$ cat src/rtl/instr_mem_arbiter.sv
`default_nettype none
// +----------------------------------------------------------------------------+
// | Module      : instr_mem_arbiter                                            |
// | Description : Shares one instruction memory between two instruction-side  |
// |               masters over a req/gnt/rvalid protocol. One master is       |
// |               forwarded per memory grant. The owner of every granted      |
// |               request is kept in an in-order FIFO so that responses can   |
// |               be routed back to the right master.                         |
// | Ports       : clk, rst_n (async, active low)                              |
// |               m0_*/m1_*  : master side (req, addr, gnt, rvalid, rdata)    |
// |               mem_*      : memory side (req, addr, gnt, rvalid, rdata)    |
// |               proto_err_o: sticky, rvalid seen with nothing outstanding   |
// | Option      : IMEM_ARB_ROUND_ROBIN_EN selects round-robin arbitration;    |
// |               if it is undefined, master 0 has fixed priority.            |
// | Revision    : 1.0 - initial release                                       |
// +----------------------------------------------------------------------------+
module instr_mem_arbiter #(
  parameter int ADDR_WIDTH      = 32,
  parameter int DATA_WIDTH      = 32,
  parameter int MAX_OUTSTANDING = 2
) (
  input  logic                  clk,
  input  logic                  rst_n,
  input  logic                  m0_req_i,
  input  logic [ADDR_WIDTH-1:0] m0_addr_i,
  output logic                  m0_gnt_o,
  output logic                  m0_rvalid_o,
  output logic [DATA_WIDTH-1:0] m0_rdata_o,
  input  logic                  m1_req_i,
  input  logic [ADDR_WIDTH-1:0] m1_addr_i,
  output logic                  m1_gnt_o,
  output logic                  m1_rvalid_o,
  output logic [DATA_WIDTH-1:0] m1_rdata_o,
  output logic                  mem_req_o,
  output logic [ADDR_WIDTH-1:0] mem_addr_o,
  input  logic                  mem_gnt_i,
  input  logic                  mem_rvalid_i,
  input  logic [DATA_WIDTH-1:0] mem_rdata_i,
  output logic                  proto_err_o
);

  localparam int PTR_W = (MAX_OUTSTANDING > 1) ? $clog2(MAX_OUTSTANDING) : 1;
  localparam int CNT_W = $clog2(MAX_OUTSTANDING + 1);
  localparam logic [PTR_W-1:0] c_last_ptr = PTR_W'(MAX_OUTSTANDING - 1);
  localparam logic [CNT_W-1:0] c_max_cnt  = CNT_W'(MAX_OUTSTANDING);

  typedef enum logic [0:0] {
    ST_IDLE = 1'b0,
    ST_LOCK = 1'b1
  } state_t;

  state_t             r_state;
  state_t             w_state_nxt;
  logic               r_owner;
  logic               w_owner_nxt;
  logic               w_winner;
  logic               w_sel;
  logic               w_mem_req;
  logic               w_push;
  logic               w_pop;
  logic               w_full;
  logic               w_empty;
  logic               w_head;
  logic               r_fifo [MAX_OUTSTANDING];
  logic [PTR_W-1:0]   r_wr_ptr;
  logic [PTR_W-1:0]   r_rd_ptr;
  logic [CNT_W-1:0]   r_count;
  logic               r_proto_err;

  // --------------------------------------------------------------------------
  // Arbitration (only consulted in IDLE; LOCK uses the registered owner)
  // --------------------------------------------------------------------------
`ifdef IMEM_ARB_ROUND_ROBIN_EN
  logic r_last_gnt;

  always_comb begin
    if (m0_req_i && m1_req_i) begin
      w_winner = ~r_last_gnt;
    end else begin
      w_winner = ~m0_req_i;
    end
  end

  // Resets to 1 so that master 0 wins the first contended cycle.
  always_ff @(posedge clk or negedge rst_n) begin
    if (!rst_n) begin
      r_last_gnt <= 1'b1;
    end else if (w_push) begin
      r_last_gnt <= w_sel;
    end
  end
`else
  assign w_winner = ~m0_req_i;
`endif

  // --------------------------------------------------------------------------
  // FSM
  // --------------------------------------------------------------------------
  always_ff @(posedge clk or negedge rst_n) begin
    if (!rst_n) begin
      r_state <= ST_IDLE;
      r_owner <= 1'b0;
    end else begin
      r_state <= w_state_nxt;
      r_owner <= w_owner_nxt;
    end
  end

  always_comb begin
    w_state_nxt = r_state;
    w_owner_nxt = r_owner;
    w_sel       = w_winner;
    w_mem_req   = 1'b0;
    case (r_state)
      ST_IDLE: begin
        // Requests are only issued when a FIFO slot is free, so entering LOCK
        // implicitly reserves that slot. Reset masks the request so the
        // memory sees nothing while rst_n is low.
        w_mem_req = rst_n & (m0_req_i | m1_req_i) & ~w_full;
        if (w_mem_req && !mem_gnt_i) begin
          w_state_nxt = ST_LOCK;
          w_owner_nxt = w_winner;
        end
      end
      ST_LOCK: begin
        // Held even if the owner drops req: the memory already saw it.
        w_sel     = r_owner;
        w_mem_req = 1'b1;
        if (mem_gnt_i) begin
          w_state_nxt = ST_IDLE;
        end
      end
      default: begin
        w_state_nxt = ST_IDLE;
      end
    endcase
  end

  // --------------------------------------------------------------------------
  // Owner FIFO
  // --------------------------------------------------------------------------
  assign w_full  = (r_count == c_max_cnt);
  assign w_empty = (r_count == '0);
  assign w_push  = mem_gnt_i & w_mem_req;
  assign w_pop   = mem_rvalid_i & ~w_empty;
  assign w_head  = r_fifo[r_rd_ptr];

  always_ff @(posedge clk or negedge rst_n) begin
    if (!rst_n) begin
      r_fifo   <= '{default: 1'b0};
      r_wr_ptr <= '0;
      r_rd_ptr <= '0;
      r_count  <= '0;
    end else begin
      if (w_push) begin
        r_fifo[r_wr_ptr] <= w_sel;
        r_wr_ptr         <= (r_wr_ptr == c_last_ptr) ? '0 : r_wr_ptr + PTR_W'(1);
      end
      if (w_pop) begin
        r_rd_ptr <= (r_rd_ptr == c_last_ptr) ? '0 : r_rd_ptr + PTR_W'(1);
      end
      case ({w_push, w_pop})
        2'b10:   r_count <= r_count + CNT_W'(1);
        2'b01:   r_count <= r_count - CNT_W'(1);
        default: r_count <= r_count;
      endcase
    end
  end

  // A response with nothing outstanding is dropped and flagged until reset.
  always_ff @(posedge clk or negedge rst_n) begin
    if (!rst_n) begin
      r_proto_err <= 1'b0;
    end else if (mem_rvalid_i && w_empty) begin
      r_proto_err <= 1'b1;
    end
  end

  // --------------------------------------------------------------------------
  // Outputs
  // --------------------------------------------------------------------------
  assign mem_req_o   = w_mem_req;
  assign mem_addr_o  = w_mem_req ? (w_sel ? m1_addr_i : m0_addr_i) : '0;
  assign m0_gnt_o    = w_push & ~w_sel;
  assign m1_gnt_o    = w_push &  w_sel;
  assign m0_rvalid_o = w_pop  & ~w_head;
  assign m1_rvalid_o = w_pop  &  w_head;
  assign m0_rdata_o  = mem_rdata_i;
  assign m1_rdata_o  = mem_rdata_i;
  assign proto_err_o = r_proto_err;

endmodule
`default_nettype wire
$ cat config.mk
export PLATFORM = sky130hd
export DESIGN_NAME = instr_mem_arbiter
export DESIGN_NICKNAME = d
export VERILOG_FILES = /design/src/rtl/instr_mem_arbiter.sv
export SDC_FILE = /design/constraint.sdc
export NUM_CORES = 1
export LEC_CHECK = 0
export BUFFER_PORTS_ARGS = -buffer_cell sky130_fd_sc_hd__buf_2
export CORE_AREA = 2 2 79 81
export CTS_CLUSTER_DIAMETER = 60
export DETAILED_ROUTE_END_ITERATION = 10
export DIE_AREA = 0 0 81 83
export PLACE_DENSITY_LB_ADDON = 0.25
export SLEW_MARGIN = 25
export SYNTH_ARGS = -nofsm -noshare
export SYNTH_HDL_FRONTEND = slang
export SYNTH_SLANG_ARGS = --single-unit
$ cat constraint.sdc
create_clock -name clk -period 3.23 [get_ports clk]
set_input_delay 0.4845 -clock clk [delete_from_list [all_inputs] [get_ports clk]]
set_output_delay 0.4845 -clock clk [all_outputs]
set_load 0.02 [all_outputs]
* Word level (Yosys, flattened, before mapping)
Index checks and enable logic that the tools add are counted.
** Storage, ports and cells
- Bits in registers :: 9
- Input bits :: 102
- Output and inout port bits :: 102
- Word-level logic and storage cells :: 58
** Operators by class
- Add/sub/neg operators :: 4
- Magnitude comparators :: 3
- Equal/unequal tests :: 3
- Muxes and demuxes :: 16
- Bitwise operators :: 17
- Reductions and logical operators :: 7
** Operators with widths (number)
- 32-bit 2-to-1 mux :: 2
- 1-bit 2-to-1 mux :: 9
- 1-bit AND :: 8
- 1-bit inverter :: 6
- 2-bit equality test (second input constant) :: 2
- 2-bit greater-or-equal comparator (second input constant) :: 2
- 1-bit inverter with 2-bit output :: 2
- 1-bit case mux with 2 select lines :: 2
- 2-bit case mux with 2 select lines :: 1
- 1-bit logical AND :: 3
- 1-bit adder (second input constant) :: 2
- 2-bit by 1-bit adder with 2-bit output (second input constant) :: 1
- 2-bit bitwise mux :: 1
- 2-bit by 1-bit equality test with 1-bit output (second input constant) :: 1
- 2-bit logical NOT :: 1
- 2-bit by 1-bit less-than comparator with 1-bit output (second input constant) :: 1
- 2-bit AND reduction :: 1
- 2-bit nonzero test :: 1
- 2-bit by 1-bit subtractor with 2-bit output (second input constant) :: 1
- 1-bit demux with 1-bit select :: 1
- 1-bit logical NOT :: 1
- 1-bit bitwise OR :: 1

* Depth between registers and ports, before layout
- Depth after elaboration :: 7
- Gate-level depth with buffers :: 7
- Gate-level depth less buffers :: 7

* Worst setup path after synthesis
Ideal clock, no wire load.
- Kind :: input to output
- Start point :: input m0_req_i
- End point :: output mem_addr_o[0]
- Arrival :: 1.475 ns
- Required time :: 2.745 ns
- Slack :: 1.270 ns
- Stages on the path :: 6
- Path buffers :: 2
- Path through :: nor2_1 a21o_1 buf_2 buf_2 nand2_1 a21oi_1
** Between the ends
- Cells in the longest elaborated chain, start to end :: 5
- Elaborated cells between the ends (all ways) :: 8
- Classes of those cells :: mux: 4; bitwise: 4
** Ends and longest elaborated chain
- from (decl) :: RTL line 24 : input logic m0_req_i,
- 1-bit bitwise OR :: RTL line 119 : w_mem_req = rst_n & (m0_req_i | m1_req_i) & ~w_full;
- 1-bit AND (2 in a row) :: RTL line 119
- 1-bit case mux with 2 select lines :: RTL line 114 : case (r_state)
- 32-bit 2-to-1 mux * :: RTL line 183 : assign mem_addr_o = w_mem_req ? (w_sel ? m1_addr_i : m0_addr_i) : '0;
- to (decl) :: RTL line 35 : output logic [ADDR_WIDTH-1:0] mem_addr_o,
Mark *: on every way between the ends. The rest lies on a longest branch, timed or not.

* Worst setup path in the final report
- Start point :: register r_count[0]
- End point :: output mem_addr_o[29]
** Between the ends
- Cells in the longest elaborated chain, start to end :: 5
** Ends and longest elaborated chain
- from (decl) :: RTL line 67 : logic [CNT_W-1:0] r_count;
- from (signal assigned) :: RTL line 163 : 2'b10: r_count <= r_count + CNT_W'(1);
- from (signal assigned) :: RTL line 164 : 2'b01: r_count <= r_count - CNT_W'(1);
- from (signal assigned) :: RTL line 165 : default: r_count <= r_count;
- 2-bit equality test :: RTL line 142 : assign w_full = (r_count == c_max_cnt);
- 1-bit inverter :: RTL line 119
- 1-bit AND :: RTL line 119
- 1-bit case mux with 2 select lines :: RTL line 114
- 32-bit 2-to-1 mux :: RTL line 183
No other way between the ends.

==> summary.md <==
| Metric | Value |
|---|---|
| Yosys warns | 0 |
| Clock root buffer | clkbuf_8 |
| Slew Viols, Final | 0 |
| Netlist cell types | 23 |
| Static leakage | roughly 0.9 nW |
| Cts repair resizes | 0 |
| Critical Path RT | approximately 2.8 ns |
| Worst R2R Setup Slack | 1.23 ns |
| CORE AREA | between 5000 and 6000 um^2 |
| Placed inst area | between 1500 and 2000 um^2 |
| Fin. Hold Viols | 0 |
| Max Freq | between 400 and 500 MHz |
| Post-CTS Setup Repair Bufs | 0 |
| Clock slew at reported path FFs | 0.05 ns |
| # DRC | 0 |
| Final WL | roughly 4.1 mm |
| PwrDens | about 640 nW/um^2 |
| CTS Hold Bufs | 0 |
| Final nets | 357 |
| Antenna diodes | 0 |
| Post-Route Skew | 0.00554 ns |
| Num ports | slightly above 200 |
| RSZ-0062 raised after global routing | no |
| Htree depth | 1 |
| Yosys top cell area share | about a third |
| Cell Rows | 28 |
| Yosys reg bits | 9 |
| Endpoints failing setup | 0 |
| Slowest CP cell | a31oi_4 |
| Post-synth EDFFs | 0 |
| HP Class | input pin to asynchronous set/reset pin |
| DR WL/cell | ~12 um |
| Syn_nets | between 300 and 400 |
| Total CTS buffers | 3 |
| DR vias/cell | about 4.3 |
| CP Capture Type | output port |
| Clk sink count | 9 |
| Worst r2r src | r_count[0]$_DFFE_PN0P_ |
| Starting Density | roughly a quarter |
| Design area | ~1600 um^2 |
| Antenna Nets Post-Route | 0 |
| Async set-reset flop share out of synthesis | 100% |
| Critical path type | register to output port |
| CP cell instances | nand2b_2 > a31oi_4 > buf_4 > a21oi_1 > buf_2 |
| Routability cong. | between 0.6 and 0.7 |
| Via count | 1418 |
| Tot GR Track Use | 11.2% |
| Worst VDD drop | roughly 0.33 mV |
| Reg2Reg Depth | 6 |
| Top FF cell, synth | dfrtp_1 |
| Critical Path AT | 1.91 ns |
| Initial drt markers | 21 |
| Buffers on Ports | 107 |
| Crit path largest cell delay | ~0.44 ns |
| Worst Max-Slew Pin Slew | 0.531 ns |
| Overall die area | roughly 6700 um^2 |
| DP HPWL | 3.32 mm |
| Max cap viols | 0 |
| Skew-Pair Late Insertion Delay | around 0.23 ns |
| Share of cells above drive strength 1 | 48.2% |
| Fin crit period | ~2.4 ns |
| Critical Path Start Type | register |
| Sequential share of the synthesized area | around 16% |
| Area growth syn-to-layout | 13.3% |
| Synthesized area | between 1000 and 1500 um^2 |
| CP Max Fanout | 22 |
| Final hold slack | between 0.1 and 0.15 ns |
| Post-synth top cells | buf_4 (64), nand2_1 (64), a21oi_1 (32) |
| Largest area contributor in the netlist | buf_4 |
| Vias in the first global route | between 1000 and 1500 |
| Post-Synthesis Cells | approximately 210 |
| Drt first pass iters | 4 |
| Critical R2R Capture | r_count[1]$_DFFE_PN0P_ |
| Synthesized area per cell | between 6 and 7 um^2 |
| Die outline height | between 80 and 90 um |
| CTS tree | done |
| Initial antenna violation count | 0 |
| Chip width | between 80 and 90 um |
| Status | completed |
| First-pass GRT wire length | around 6 mm |
| Slew margin rel. | 64.6% |
| GRT overflow | 0 |
| Synth area leaders | buf_4 (34%), nand2_1 (17%), dfrtp_1 (16%) |
| Final period util | around three quarters |
| Setup TNS | 0 ns |
| Pin count of the biggest net entering global routing | 25 |
| Clk buf depth | 2 |
==> per-stage QoR <==
stage / setup WS, ns / std cells / power [mW] / util (%)
2_1_floorplan: 1.27 / 212 / 0.794 / -
3_3_place_gp: 0.828 / 324 / 0.900 / 26.7
3_5_place_dp: 0.819 / 324 / 0.903 / 26.7
4_1_cts: 0.778 / 328 / 1.04 / 27.5
5_1_grt: 0.666 / 328 / 1.11 / 27.5
6_report: 0.831 / 328 / 1.02 / 27.5
==> worst max-delay path, delay by kind of cell, from the launching register on <==
| family | cells | cell delay, ns |
|---|---|---|
| AND/OR/NAND/NOR | 1 | 0.23 |
| buffers and inverters | 2 | 0.52 |
| AO/OA/AOI/OAI | 2 | 0.51 |
| flip-flops | 1 | 0.42 |
==> layout by cell type (no fill, tap or decap) <==
cell type,n
buf_2,107
a21oi_2,1
mux2i_1,1
inv_1,2
a21o_1,2
a21oi_1,32
buf_4,3
nor2_1,8
ha_1,1
nand2_1,64
mux2_4,2
clkbuf_8,3
xnor2_1,4
a31oi_4,1
dfrtp_1,9
and2_1,1
o21ai_0,1
nand2b_2,2
nor2b_1,1
buf_12,1
nor3b_2,1
or2_1,1
clkinv_2,1
a31oi_1,2
xor2_1,1
nand3b_1,1
==> routing by layer <==
layer	vias up	share of wire (%)	track usage (%)
met5	-	0	0
met4	0	0.29	1.08
met3	6	13	3.91
met2	107	50	21.2
met1	613	36	12.1
li1	692	-	-
==> cell type report <==
class / instances / area, um^2
clock buffer: 3 / 41.3
clock inverter: 1 / 5.00
fill: 656 / 4220
inverter: 2 / 7.51
multi-input combinational: 127 / 646
sequential: 9 / 225
tap: 75 / 93.8
timing repair buffer: 111 / 578
==> how the worst max path moves through the flow <==
stage / startpoint / to / cells past startpoint
floorplan: m0_req_i / mem_addr_o[0] / 6
global placement: m1_req_i / mem_addr_o[22] / 6
detailed placement: m1_req_i / mem_addr_o[26] / 6
CTS: r_count[0]$_DFFE_PN0P_ / mem_addr_o[26] / 5
global route: r_count[0]$_DFFE_PN0P_ / mem_addr_o[29] / 5
finish: r_count[0]$_DFFE_PN0P_ / mem_addr_o[29] / 5
==> cell families after synthesis <==
family | after synthesis | share of synthesized area, %
AND/OR/NAND/NOR | 79 | 23.2
buffers and inverters | 76 | 38.2
AO/OA/AOI/OAI | 39 | 15.8
flip-flops | 9 | 16.0
XOR/XNOR | 5 | 3.11
multiplexers | 3 | 2.84
adder cells (fa/ha/maj) | 1 | 0.888
==> state kept, by name (all words and copies together), names as in the netlist <==
signal and count:
r_wr_ptr 1, r_owner 1, r_rd_ptr 1, r_fifo 2, proto_err_o 1, r_count 2, r_state 1
==> power by group <==
group	total (mW)	switching [mW]	internal (mW)
sequential	0.212	0.0491	0.163
clock	0.129	0.0446	0.0841
combinational	0.678	0.408	0.270
total	1.02	0.501	0.517
Note: power is estimated with default switching activity, not from simulation.
